[src/rtl/pipe_ctrl_chain.sv]
`default_nettype none
// ============================================================================
// Module   : pipe_ctrl_chain
// Purpose  : Parametrised control pipeline with per-stage valid, stall, flush
//            and register read-after-write interlock with bubble insertion.
// Revision : 1.0 - initial release
// ============================================================================
module pipe_ctrl_chain #(
    parameter int             OPW    = 8,
    parameter int             ORW    = 8,
    parameter int             PCW    = 8,
    parameter int             RAW    = 3,
    parameter int             STAGES = 3,
    parameter logic [OPW-1:0] NOP    = '0
) (
    input  logic                 clk,
    input  logic                 rst_n,
    input  logic                 in_valid,
    output logic                 in_ready,
    input  logic [OPW+ORW-1:0]   segment,
    input  logic [PCW-1:0]       pc_in,
    input  logic                 fl_in,
    input  logic                 in_reads,
    input  logic                 in_writes,
    input  logic                 ex_stall,
    input  logic                 flush,
    output logic [RAW-1:0]       read_address,
    output logic [OPW-1:0]       opcode_o,
    output logic [ORW-1:0]       or_o,
    output logic [PCW-1:0]       npc_o,
    output logic                 fl_o,
    output logic                 valid_o,
    output logic [RAW-1:0]       write_address,
    output logic                 hazard_o,
    output logic [15:0]          bubble_cnt
);

    localparam int LAST = STAGES - 1;

    logic [STAGES-1:0]          valid_q, valid_d;
    logic [STAGES-1:0]          fl_q, fl_d;
    logic [STAGES-1:0]          rd_q, rd_d;
    logic [STAGES-1:0]          wr_q, wr_d;
    logic [STAGES-1:0][OPW-1:0] op_q, op_d;
    logic [STAGES-1:0][ORW-1:0] opr_q, opr_d;
    logic [STAGES-1:0][PCW-1:0] npc_q, npc_d;
    logic [15:0]                cnt_q, cnt_d;

    logic                       w_match;
    logic                       w_hazard;

    // Only valid writers in stages 1..LAST can block the reader in stage 0.
    always_comb begin
        w_match = 1'b0;
        for (int k = 1; k < STAGES; k++) begin
            if (valid_q[k] && wr_q[k] && (op_q[k][RAW-1:0] == op_q[0][RAW-1:0])) begin
                w_match = 1'b1;
            end
        end
        w_hazard = valid_q[0] && rd_q[0] && w_match && !ex_stall && !flush;
    end

    always_comb begin
        valid_d = valid_q;
        fl_d    = fl_q;
        rd_d    = rd_q;
        wr_d    = wr_q;
        op_d    = op_q;
        opr_d   = opr_q;
        npc_d   = npc_q;
        cnt_d   = cnt_q;

        if (flush) begin
            valid_d = '0;
            fl_d    = '0;
            rd_d    = '0;
            wr_d    = '0;
            opr_d   = '0;
            npc_d   = '0;
            for (int k = 0; k < STAGES; k++) begin
                op_d[k] = NOP;
            end
        end else if (ex_stall) begin
            // whole pipe holds: defaults already cover it
        end else if (w_hazard) begin
            for (int k = 2; k < STAGES; k++) begin
                valid_d[k] = valid_q[k-1];
                fl_d[k]    = fl_q[k-1];
                rd_d[k]    = rd_q[k-1];
                wr_d[k]    = wr_q[k-1];
                op_d[k]    = op_q[k-1];
                opr_d[k]   = opr_q[k-1];
                npc_d[k]   = npc_q[k-1];
            end
            valid_d[1] = 1'b0;
            fl_d[1]    = 1'b0;
            rd_d[1]    = 1'b0;
            wr_d[1]    = 1'b0;
            op_d[1]    = NOP;
            opr_d[1]   = '0;
            npc_d[1]   = '0;
            if (cnt_q != 16'hFFFF) begin
                cnt_d = cnt_q + 16'd1;
            end
        end else begin
            for (int k = 1; k < STAGES; k++) begin
                valid_d[k] = valid_q[k-1];
                fl_d[k]    = fl_q[k-1];
                rd_d[k]    = rd_q[k-1];
                wr_d[k]    = wr_q[k-1];
                op_d[k]    = op_q[k-1];
                opr_d[k]   = opr_q[k-1];
                npc_d[k]   = npc_q[k-1];
            end
            if (in_valid) begin
                valid_d[0] = 1'b1;
                fl_d[0]    = fl_in;
                rd_d[0]    = in_reads;
                wr_d[0]    = in_writes;
                op_d[0]    = segment[OPW+ORW-1:ORW];
                opr_d[0]   = segment[ORW-1:0];
                npc_d[0]   = pc_in;
            end else begin
                valid_d[0] = 1'b0;
                fl_d[0]    = 1'b0;
                rd_d[0]    = 1'b0;
                wr_d[0]    = 1'b0;
                op_d[0]    = NOP;
                opr_d[0]   = '0;
                npc_d[0]   = '0;
            end
        end
    end

    always_ff @(posedge clk or negedge rst_n) begin
        if (!rst_n) begin
            valid_q <= '0;
            fl_q    <= '0;
            rd_q    <= '0;
            wr_q    <= '0;
            op_q    <= {STAGES{NOP}};
            opr_q   <= '0;
            npc_q   <= '0;
            cnt_q   <= '0;
        end else begin
            valid_q <= valid_d;
            fl_q    <= fl_d;
            rd_q    <= rd_d;
            wr_q    <= wr_d;
            op_q    <= op_d;
            opr_q   <= opr_d;
            npc_q   <= npc_d;
            cnt_q   <= cnt_d;
        end
    end

    assign in_ready      = !ex_stall && !w_hazard && !flush;
    assign hazard_o      = w_hazard;
    assign read_address  = op_q[0][RAW-1:0];
    assign opcode_o      = op_q[LAST];
    assign or_o          = opr_q[LAST];
    assign npc_o         = npc_q[LAST];
    assign fl_o          = fl_q[LAST];
    assign valid_o       = valid_q[LAST];
    assign write_address = op_q[LAST][RAW-1:0];
    assign bubble_cnt    = cnt_q;

endmodule
`default_nettype wire

[config.mk]
export PLATFORM = sky130hd
export DESIGN_NAME = pipe_ctrl_chain
export DESIGN_NICKNAME = d
export VERILOG_FILES = /design/src/rtl/pipe_ctrl_chain.sv
export SDC_FILE = /design/constraint.sdc
export NUM_CORES = 1
export LEC_CHECK = 0
export CAP_MARGIN = 15
export CORE_ASPECT_RATIO = 1.2
export CORE_UTILIZATION = 35
export CTS_BUF_LIST = sky130_fd_sc_hd__clkbuf_2
export DETAILED_ROUTE_END_ITERATION = 6
export PLACE_DENSITY_LB_ADDON = 0.15
export SLEW_MARGIN = 20
export SYNTH_ARGS = -nofsm -noshare
export SYNTH_HDL_FRONTEND = slang
export SYNTH_SLANG_ARGS = --single-unit
[constraint.sdc]
create_clock -name clk -period 2.38 [get_ports clk]
set_clock_uncertainty 0.2 [all_clocks]
set_input_delay 0.357 -clock clk [delete_from_list [all_inputs] [get_ports clk]]
set_output_delay 0.357 -clock clk [all_outputs]
set_load 0.01 [all_outputs]
## Word level (Yosys, flattened, before mapping)

Index checks and enable logic that the tools add are counted.

| word-level totals | value |
|---|---|
| register bits | 98 |
| input port bits | 32 |
| output and inout port bits | 50 |
| logic and storage cells | 77 |

| operators by class | value |
|---|---|
| $add $sub $neg | 1 |
| eq/ne operators | 5 |
| mux-type cells | 37 |
| bitwise operators | 2 |
| reduce and logical (&&, ||, !) cells | 15 |

Operator list:

| cell | number |
|---|---|
| $mux 24 | 6 |
| $mux 8 | 9 |
| $mux 3 | 6 |
| $add 16x1->16 const B | 1 |
| $ne 16x16->1 const B | 1 |
| $mux 1 | 14 |
| $logic_and 1x1->1 | 10 |
| $eq 3x3->1 | 2 |
| $mux 2 | 2 |
| $reduce_and 4->1 | 1 |
| $logic_not 1->1 | 3 |
| $ne 2x1->1 const B | 1 |
| $ne 2x2->1 const B | 1 |
| $not 1->1 | 2 |
| $reduce_and 2->1 | 1 |

## Longest topological paths before layout

Gate-level depths: netlist of the first run.

| logic depth | value |
|---|---|
| depth after elaboration | 10 |
| depth in mapped cells | 7 |
| depth with buffers taken out | 6 |

## Worst setup path after synthesis of the first run

No wires, ideal clock.

| timing path | value |
|---|---|
| path kind | register -> register |
| start | register cnt_q[0], in the netlist bubble_cnt[0] |
| end | register cnt_q[10], in the netlist bubble_cnt[10] |
| setup time | 0.122 ns |
| data arrival time | 1.756 ns |
| data required time | 2.058 ns |
| setup slack | 0.302 ns |
| cell stages (with the launch flop) | 8 |
| path buffers | 1 |
| period minus slack after synthesis | 2.078 ns |
| path through | dfrtp_1 > ha_1 > nand4_2 > nor4_2 > nand4_1 > buf_2 > and3_1 > xnor2_1 |

| on the way | value |
|---|---|
| longest elaborated chain between the ends | 2 |
| elaborated cells on any way between the ends | 3 |
| classes of those cells | add/sub (1); eq/ne (1); reduce/logical (1) |

Ends and longest elaborated chain:

| item | RTL line | source |
|---|---|---|
| start: declaration | 47 | `logic [15:0] cnt_q, cnt_d;` |
| start signal: assignment | 153 | `cnt_q <= cnt_d;` |
| branches (longest 2 deep; another with $add 16x1->16) | n/a |  |

Parallel ways; which one is timed is not known.
A chain may end at the register's enable or synchronous reset.

## Worst setup path after layout of the first run

| timing path | value |
|---|---|
| start | register op_q, in the netlist read_address[2] |
| end | output port in_ready |

| on the way | value |
|---|---|
| longest elaborated chain between the ends | 10 |
| elaborated cells on any way between the ends | 12 |
| classes of those cells | eq/ne (2); mux (2); reduce/logical (8) |

Ends and longest elaborated chain:

| item | RTL line | source |
|---|---|---|
| start: declaration | 44 | `logic [STAGES-1:0][OPW-1:0] op_q, op_d;` |
| start signal: assignment | 141 | `op_q <= {STAGES{NOP}};` |
| start signal: assignment | 150 | `op_q <= op_d;` |
| $eq 3x3->1 | 56 | `if (valid_q[k] && wr_q[k] && (op_q[k][RAW-1:0] == op_q[0][RAW-1:0])) begin` |
| $logic_and 1x1->1 | 56 |  |
| $mux 1 | 56 |  |
| $mux 1 * | 56 |  |
| $logic_and 1x1->1 * (3 in a row) | 60 | `w_hazard = valid_q[0] && rd_q[0] && w_match && !ex_stall && !flush;` |
| $logic_not 1->1 * | 157 | `assign in_ready = !ex_stall && !w_hazard && !flush;` |
| $logic_and 1x1->1 * (2 in a row) | 157 |  |
| end: declaration | 19 | `output logic in_ready,` |

Every way passes the cells marked *; elsewhere a longest branch is shown, timed or not.

==> PnR_summary.wiki, run 1 <==
{| class="wikitable"
! Metric !! Value
|-
| Hpwl dp || 6446 um
|-
| Crit path cell chain || xor2_1 > nor4_1 > o2111a_2 > buf_6 > nor3_4 > buf_2
|-
| CP top delay family || flip-flops
|-
| Number of standard-cell rows in the floorplan || 43
|-
| Sinks on Clock Net || 98
|-
| Final worst path period need || 2.627 ns
|-
| Number of filler instances in the final layout || 1123
|-
| Max cap viols || 0
|-
| Number of remaining DRC errors || 0
|-
| Area used by multi-input combinational logic || 1421 um2
|-
| Post-Synthesis Cell Area || 4234 um2
|-
| Arrival time worst endpoint || 2.07 ns
|-
| Warning count from the yosys run || 0
|-
| Worst path bufs/invs || 2
|-
| Nets || 463
|-
| Violations in the final reports || setup timing
|-
| Worst Hold Class || primary input to async pin
|-
| Die H || 122.5 um
|-
| Skew-Pair Late Insertion Delay || 0.59 ns
|-
| Number of DRC markers after the initial detailed-route iteration || 96
|-
| Critical path type || register to output pin
|-
| Post-detailed-route via-to-cell ratio || 4.910
|-
| Library cell contributing the largest single delay on the critical path || dfrtp_1
|-
| Largest driver fanout on the critical path || 4
|-
| Via total after detailed routing || 2907
|-
| Cell at the root of the clock tree || clkbuf_2
|-
| Pre-CTS WS || -0.1468 ns
|-
| Post-synthesis to final-layout area growth || 26.42%
|-
| Clock transition time at the flip-flop clock pins of the worst setup and hold paths || 0.29 ns
|-
| Pin count of the biggest net entering global routing || 38
|-
| Number of antenna violations at the first check in global routing || 0
|-
| Startpoint kind of the worst setup timing path || register
|-
| Clk buf depth || 2
|-
| Part of the Yosys area used for sequential elements || 57.92%
|-
| Remaining antenna violation count || 0
|-
| Router iterations before antenna repair || 4
|-
| Nets in the synthesized netlist || 386
|-
| Total power after layout || 2741 uW
|-
| Layout cell share with drive strength beyond 1 || 14.02%
|-
| Setup slack of the critical path after layout || -0.2466 ns
|-
| Hold slack || 0.02767 ns
|-
| Full die area || 12540 um2
|-
| Overall routing resource usage || 16.93%
|-
| Sequential cell area || 2452 um2
|-
| CTS tree || done
|-
| Cts bufs inserted || 9
|-
| I/O Pins || 82
|-
| Post-Place Cells || 569
|-
| Unrepaired setup endpoints after global routing || yes
|-
| Result of the run || finished with violations
|-
| Floorplan core area || 11670 um2
|-
| Post-DR wirelength/cell || 16.59 um
|-
| Crit share post-route || 110.4%
|-
| Number of diodes added for antenna fixing || 0
|-
| Commonest cells after routing, fill and taps aside || dfrtp_1 (98), clkdlybuf4s50_1 (76), a22o_1 (44)
|-
| Width of the chip || 102.4 um
|-
| CP required || 1.82 ns
|-
| Number of distinct library cells after synthesis || 32
|-
| Weighted congestion at the end of routability-driven global placement || 0.7480
|-
| Total number of H-tree levels || 3
|-
| PwrDens || 512.1 nW/um2
|-
| Finish-stage setup viols || 2
|-
| Peak supply drop || 0.1843 mV
|-
| Highest achievable clock rate || 380.7 MHz
|-
| Worst setup EP type || output pin
|-
| Max-slew headroom at the worst pin || 50.42%
|-
| Port Buffers || 81
|-
| Leak || 0.002531 uW
|-
| Vias in the first global route || 3008
|-
| Post-layout instance count excluding filler cells || 592
|-
| Max-slew violation count || 0
|-
| Number of storage elements in the synthesis netlist || 98
|-
| Total global routing overflow || 0
|-
| Global-route wire length before repair || 15730 um
|-
| Leading cell type in the layout, fill and taps excluded || dfrtp_1
|-
| Initial cell density of the core || 36.27%
|-
| Detailed-route wire length || 9821 um
|-
| Max stage delay on crit path || 0.49 ns
|-
| Final hold violations || 0
|-
| Pin slew with the least headroom to its limit || 0.7422 ns
|-
| Post-synthesis average cell area || 11.99 um2
|-
| Mapped Cells || 353
|}
[cell families (layout without fill, tap and decap cells)]
logic type      Yosys count  count (layout)  share of synthesized area [%]
buf+inv                  53             135                          8.747
simple gates             84              84                          9.722
fa+ha+maj                 1               1                         0.2955
compound gates           69              69                          12.41
xor+xnor                 18              18                          3.723
flops                    98              98                          57.92
mux                      30              30                          7.181
[state kept, by name, indices dropped and copies added (netlist names), 8 cells and up]
signal	cells
op_q	13
npc_q	16
bubble_cnt	16
or_o	8
opr_q	16
opcode_o	8
npc_o	8
[worst paths after layout]
path | from | to | slack (ns) | cells past startpoint
worst max register to register | read_address[2] | op_q[3] | 0.07 | 9
max in group asynchronous | rst_n | rd_q[0] | 1.04 | 3
worst max-delay path | read_address[2] | in_ready | -0.25 | 6
worst min register to register | opr_q[7] | opr_q[15] | 0.32 | 1
worst min-delay path | rst_n | opr_q[15] | 0.03 | 2
min in group clk | pc_in[3] | npc_q[3] | 0.08 | 3
[per-stage QoR]
step           setup TNS [ns]  instance area, um2  util [%]
6_report              -0.4117                5353     45.85
5_1_grt               -0.6197                5353     45.85
4_1_cts               -0.5575                5270     45.14
3_5_place_dp          -0.7330                5121     43.86
3_3_place_gp          -0.3693                5121     43.86
2_1_floorplan               0                4234         -
[layout make-up]
| cell class | count | area share [%] |
|---|---|---|
| clock buffers | 9 | 0.8415 |
| flip-flops and latches | 98 | 45.82 |
| well taps | 157 | 3.670 |
| clock inverters | 7 | 1.075 |
| inverters | 2 | 0.1403 |
| repair buffers | 117 | 21.90 |
| multi-input cells | 202 | 26.55 |
[power by group]
part	total [uW]	switching [uW]	internal (uW)
combinational	259	133	125
clock	756	603	152
sequential	1730	22.2	1700
total	2740	759	1980
[cell usage after synthesis]
library cell	count	area, um2
xnor2_1	11	96.34
nor2b_1	3	18.77
a31oi_1	1	6.260
a21o_1	1	7.510
nand3_1	11	55.05
mux2_1	3	33.78
nand4_1	5	31.28
a41oi_1	1	8.760
inv_1	2	7.510
o21ai_0	11	55.05
xor2_1	7	61.31
nor4_1	2	12.51
nor3_1	2	10.01
nor2_4	1	11.26
o2111a_2	1	12.51
buf_4	32	240.2
nor4_2	1	12.51
a22o_1	44	385.4
and3_1	6	37.54
buf_1	2	7.510
nor3_4	1	16.27
nor2_1	33	123.9
buf_6	6	67.56
or2_1	1	6.260
ha_1	1	12.51
nand2_1	17	63.81
nand4_2	1	12.51
clkbuf_1	6	22.52
buf_2	5	25.02
dfrtp_1	98	2452
mux2i_1	27	270.3
o21ai_1	10	50.05
[per-layer routing]
| metal | share of wire [%] | track usage (%) | up-vias | wire length [um] |
|---|---|---|---|---|
| met5 | 0 | 0 | - | 0 |
| met4 | 1.7 | 7.232 | 0 | 170 |
| met3 | 3.5 | 2.790 | 12 | 347 |
| met2 | 49 | 28.10 | 65 | 4837 |
| met1 | 45 | 21.76 | 1460 | 4464 |
| li1 | - | - | 1370 | - |
[repair_timing]
item / CTS / global route
setup buffers: 3 / 0
hold buffers: 2 / 0
endpoints found under the hold margin: 98 / 0
endpoints found under the setup margin: 2 / 34
pin swaps: 6 / 4
resized for setup: 11 / 9
cloned: 0 / 2
(Power assumes the default switching activity.)
==> run 2, diff against run 1 <==
CORE_UTILIZATION = 48   (was 35)
==> PnR_summary.wiki, run 2 (synthesized netlist as in run 1, its figures left out) <==
{| class="wikitable"
! Metric !! Value
|-
| Result of the run || finished with violations
|-
| Violations in the final reports || setup timing
|-
| Port Buffers || 81 (unchanged)
|-
| Hpwl dp || 5790 um (-10%)
|-
| Largest driver fanout on the critical path || 3 (-1)
|-
| Total global routing overflow || 0 (unchanged)
|-
| Die H || 104.9 um (-14%)
|-
| Leading cell type in the layout, fill and taps excluded || dfrtp_1
|-
| Unrepaired setup endpoints after global routing || yes
|-
| Max cap viols || 0 (unchanged)
|-
| Final core utilization || 60.77% (+15 points)
|-
| Width of the chip || 87.74 um (-14%)
|-
| Overall routing resource usage || 20.60% (+3.7 points)
|-
| Finish-stage setup viols || 2 (unchanged)
|-
| Floorplan core area || 8564 um2 (-27%)
|-
| Remaining antenna violation count || 0 (unchanged)
|-
| Peak supply drop || 0.2588 mV (+40%)
|-
| Post-Place Cells || 525 (-7.7%)
|-
| PwrDens || 523.6 nW/um2 (+2.2%)
|-
| Number of antenna violations at the first check in global routing || 0 (unchanged)
|-
| Router iterations before antenna repair || 4 (unchanged)
|-
| Worst path bufs/invs || 1 (-1)
|-
| CP top delay family || flip-flops
|-
| Skew-Pair Late Insertion Delay || 0.55 ns (-0.04 ns)
|-
| Via total after detailed routing || 2851 (-1.9%)
|-
| Nets || 456 (-1.5%)
|-
| CP required || 1.82 ns (about the same)
|-
| Part of the total power dissipated in combinational logic || 9.1% (-0.3 points)
|-
| Cell area after layout || 5205 um2 (-2.8%)
|-
| Max-slew violation count || 0 (unchanged)
|-
| Post-DR wirelength/cell || 15.85 um (-4.4%)
|-
| Vias in the first global route || 2843 (-5.5%)
|-
| Cell at the root of the clock tree || clkbuf_2
|-
| Clk buf depth || 2 (unchanged)
|-
| Layout cell share with drive strength beyond 1 || 13.32% (-0.71 points)
|-
| Arrival time worst endpoint || 1.95 ns (-0.12 ns)
|-
| Pin count of the biggest net entering global routing || 60 (+58%)
|-
| Switching power || 737.4 uW (-2.8%)
|-
| Crit share post-route || 105.4% (-5.0 points)
|-
| Critical path type || register to output pin
|-
| Pin slew with the least headroom to its limit || 0.6554 ns (-0.08686 ns)
|-
| Weighted congestion at the end of routability-driven global placement || 0.7939 (+6.1%)
|-
| Clock transition time at the flip-flop clock pins of the worst setup and hold paths || 0.30 ns (about the same)
|-
| Sequential power share || 63.4% (+0.4 points)
|-
| CTS tree || done
|-
| Number of diodes added for antenna fixing || 0 (unchanged)
|-
| Full die area || 9202 um2 (-27%)
|-
| Max-slew headroom at the worst pin || 56.22% (+5.8 points)
|-
| Number of DRC markers after the initial detailed-route iteration || 132 (+38%)
|-
| Cts bufs inserted || 9 (unchanged)
|-
| Detailed-route wire length || 8639 um (-12%)
|-
| Worst Hold Class || primary input to register
|-
| Setup slack of the critical path after layout || -0.1285 ns (+0.1180 ns)
|-
| Highest achievable clock rate || 398.6 MHz (+4.7%)
|-
| Max stage delay on crit path || 0.47 ns (-0.02 ns)
|-
| Initial cell density of the core || 49.44% (+13 points)
|-
| Crit path cell chain || xor2_2 > nor4_2 > o2111a_2 > nor3_4 > buf_2
|-
| Worst setup EP type || output pin
|-
| Part of the power in the clock network || 27.5% (about the same)
|-
| Leak || 0.002483 uW (-1.9%)
|-
| Post-synthesis to final-layout area growth || 22.93%
|-
| Startpoint kind of the worst setup timing path || register
|-
| Total number of H-tree levels || 3 (unchanged)
|-
| Commonest cells after routing, fill and taps aside || dfrtp_1 (96), clkdlybuf4s50_1 (76), a22o_1 (44)
|-
| Number of standard-cell rows in the floorplan || 37 (-14%)
|-
| Sinks on Clock Net || 98 (unchanged)
|-
| Post-detailed-route via-to-cell ratio || 5.231 (+6.5%)
|-
| Final hold violations || 0 (unchanged)
|-
| Global-route wire length before repair || 14320 um (-9.0%)
|-
| Post-layout instance count excluding filler cells || 545 (-7.9%)
|-
| Final worst path period need || 2.509 ns (-0.1180 ns)
|-
| Placed inst area || 5049 um2 (-1.4%)
|-
| I/O Pins || 82 (unchanged)
|-
| Switching share of power || 27.05% (-0.62 points)
|-
| Library cell contributing the largest single delay on the critical path || dfrtp_1
|-
| Cell Int Power || 1988 uW (+0.28%)
|-
| Number of remaining DRC errors || 0 (unchanged)
|-
| Setup slack of the most critical reg-to-reg path || 0.08 ns (about the same)
|}
## run 2: layout make-up
class	count	area (um2)
fill	712	3359
timing repair buffer	110	1056
multi-input combinational	202	1434
clock buffer	9	45.04
inverter	2	7.507
sequential	98	2455
tap	117	146.4
clock inverter	7	61.31
## run 2: power groups by stage
| stage | clock (uW) | sequential, uW | combinational, uW |
|---|---|---|---|
| floorplan | 0 | 1750 | 113 |
| global placement | 0 | 1750 | 245 |
| detailed placement | 0 | 1750 | 248 |
| CTS | 778 | 1730 | 252 |
| global route | 861 | 1730 | 273 |
| finish | 750 | 1730 | 248 |
## run 2: worst min-delay path: stages
cell,delay (ns)
clkdlybuf4s50_1,0.39
nand2_1,0.06
o21ai_1,0.05
## run 2: what timing repair did
action	CTS	global route
hold buffers	2	0
pin swaps	5	0
setup endpoints to repair	28	30
gates resized for setup	10	4
hold endpoints to repair	98	0
buffers inserted	2	1
## run 2: routing by layer
layer | GRT usage (%) | vias to the layer above | share of wire [%]
met1 | 28.10 | 1410 | 46
met4 | 8.548 | 0 | 1.9
li1 | - | 1348 | -
met3 | 5.371 | 16 | 4.6
met5 | 0 | - | 0
met2 | 31.01 | 77 | 47
## run 2: path summary, 6_finish.rpt
kind | cells past startpoint | from | to
max | 5 | opcode_o[0] | in_ready
min | 3 | segment[6] | opr_q[6]
max reg2reg | 7 | opcode_o[0] | read_address[0]
min reg2reg | 1 | opr_q[2] | opr_q[10]
max in group asynchronous | 3 | rst_n | or_o[4]
min in group asynchronous | 3 | rst_n | npc_o[7]
## run 2: through the flow
step	hold slack [ns]	power, uW	setup TNS (ns)	setup WS, ns
floorplan	-0.1386	1862	0	0.3016
global placement	-0.01640	1999	-0.09188	-0.06477
detailed placement	-0.01644	2003	-0.1908	-0.06182
CTS	0.04025	2758	-0.3874	-0.2160
global route	0.01863	2869	-1.110	-0.2910
finish	0.08275	2726	-0.2178	-0.1285
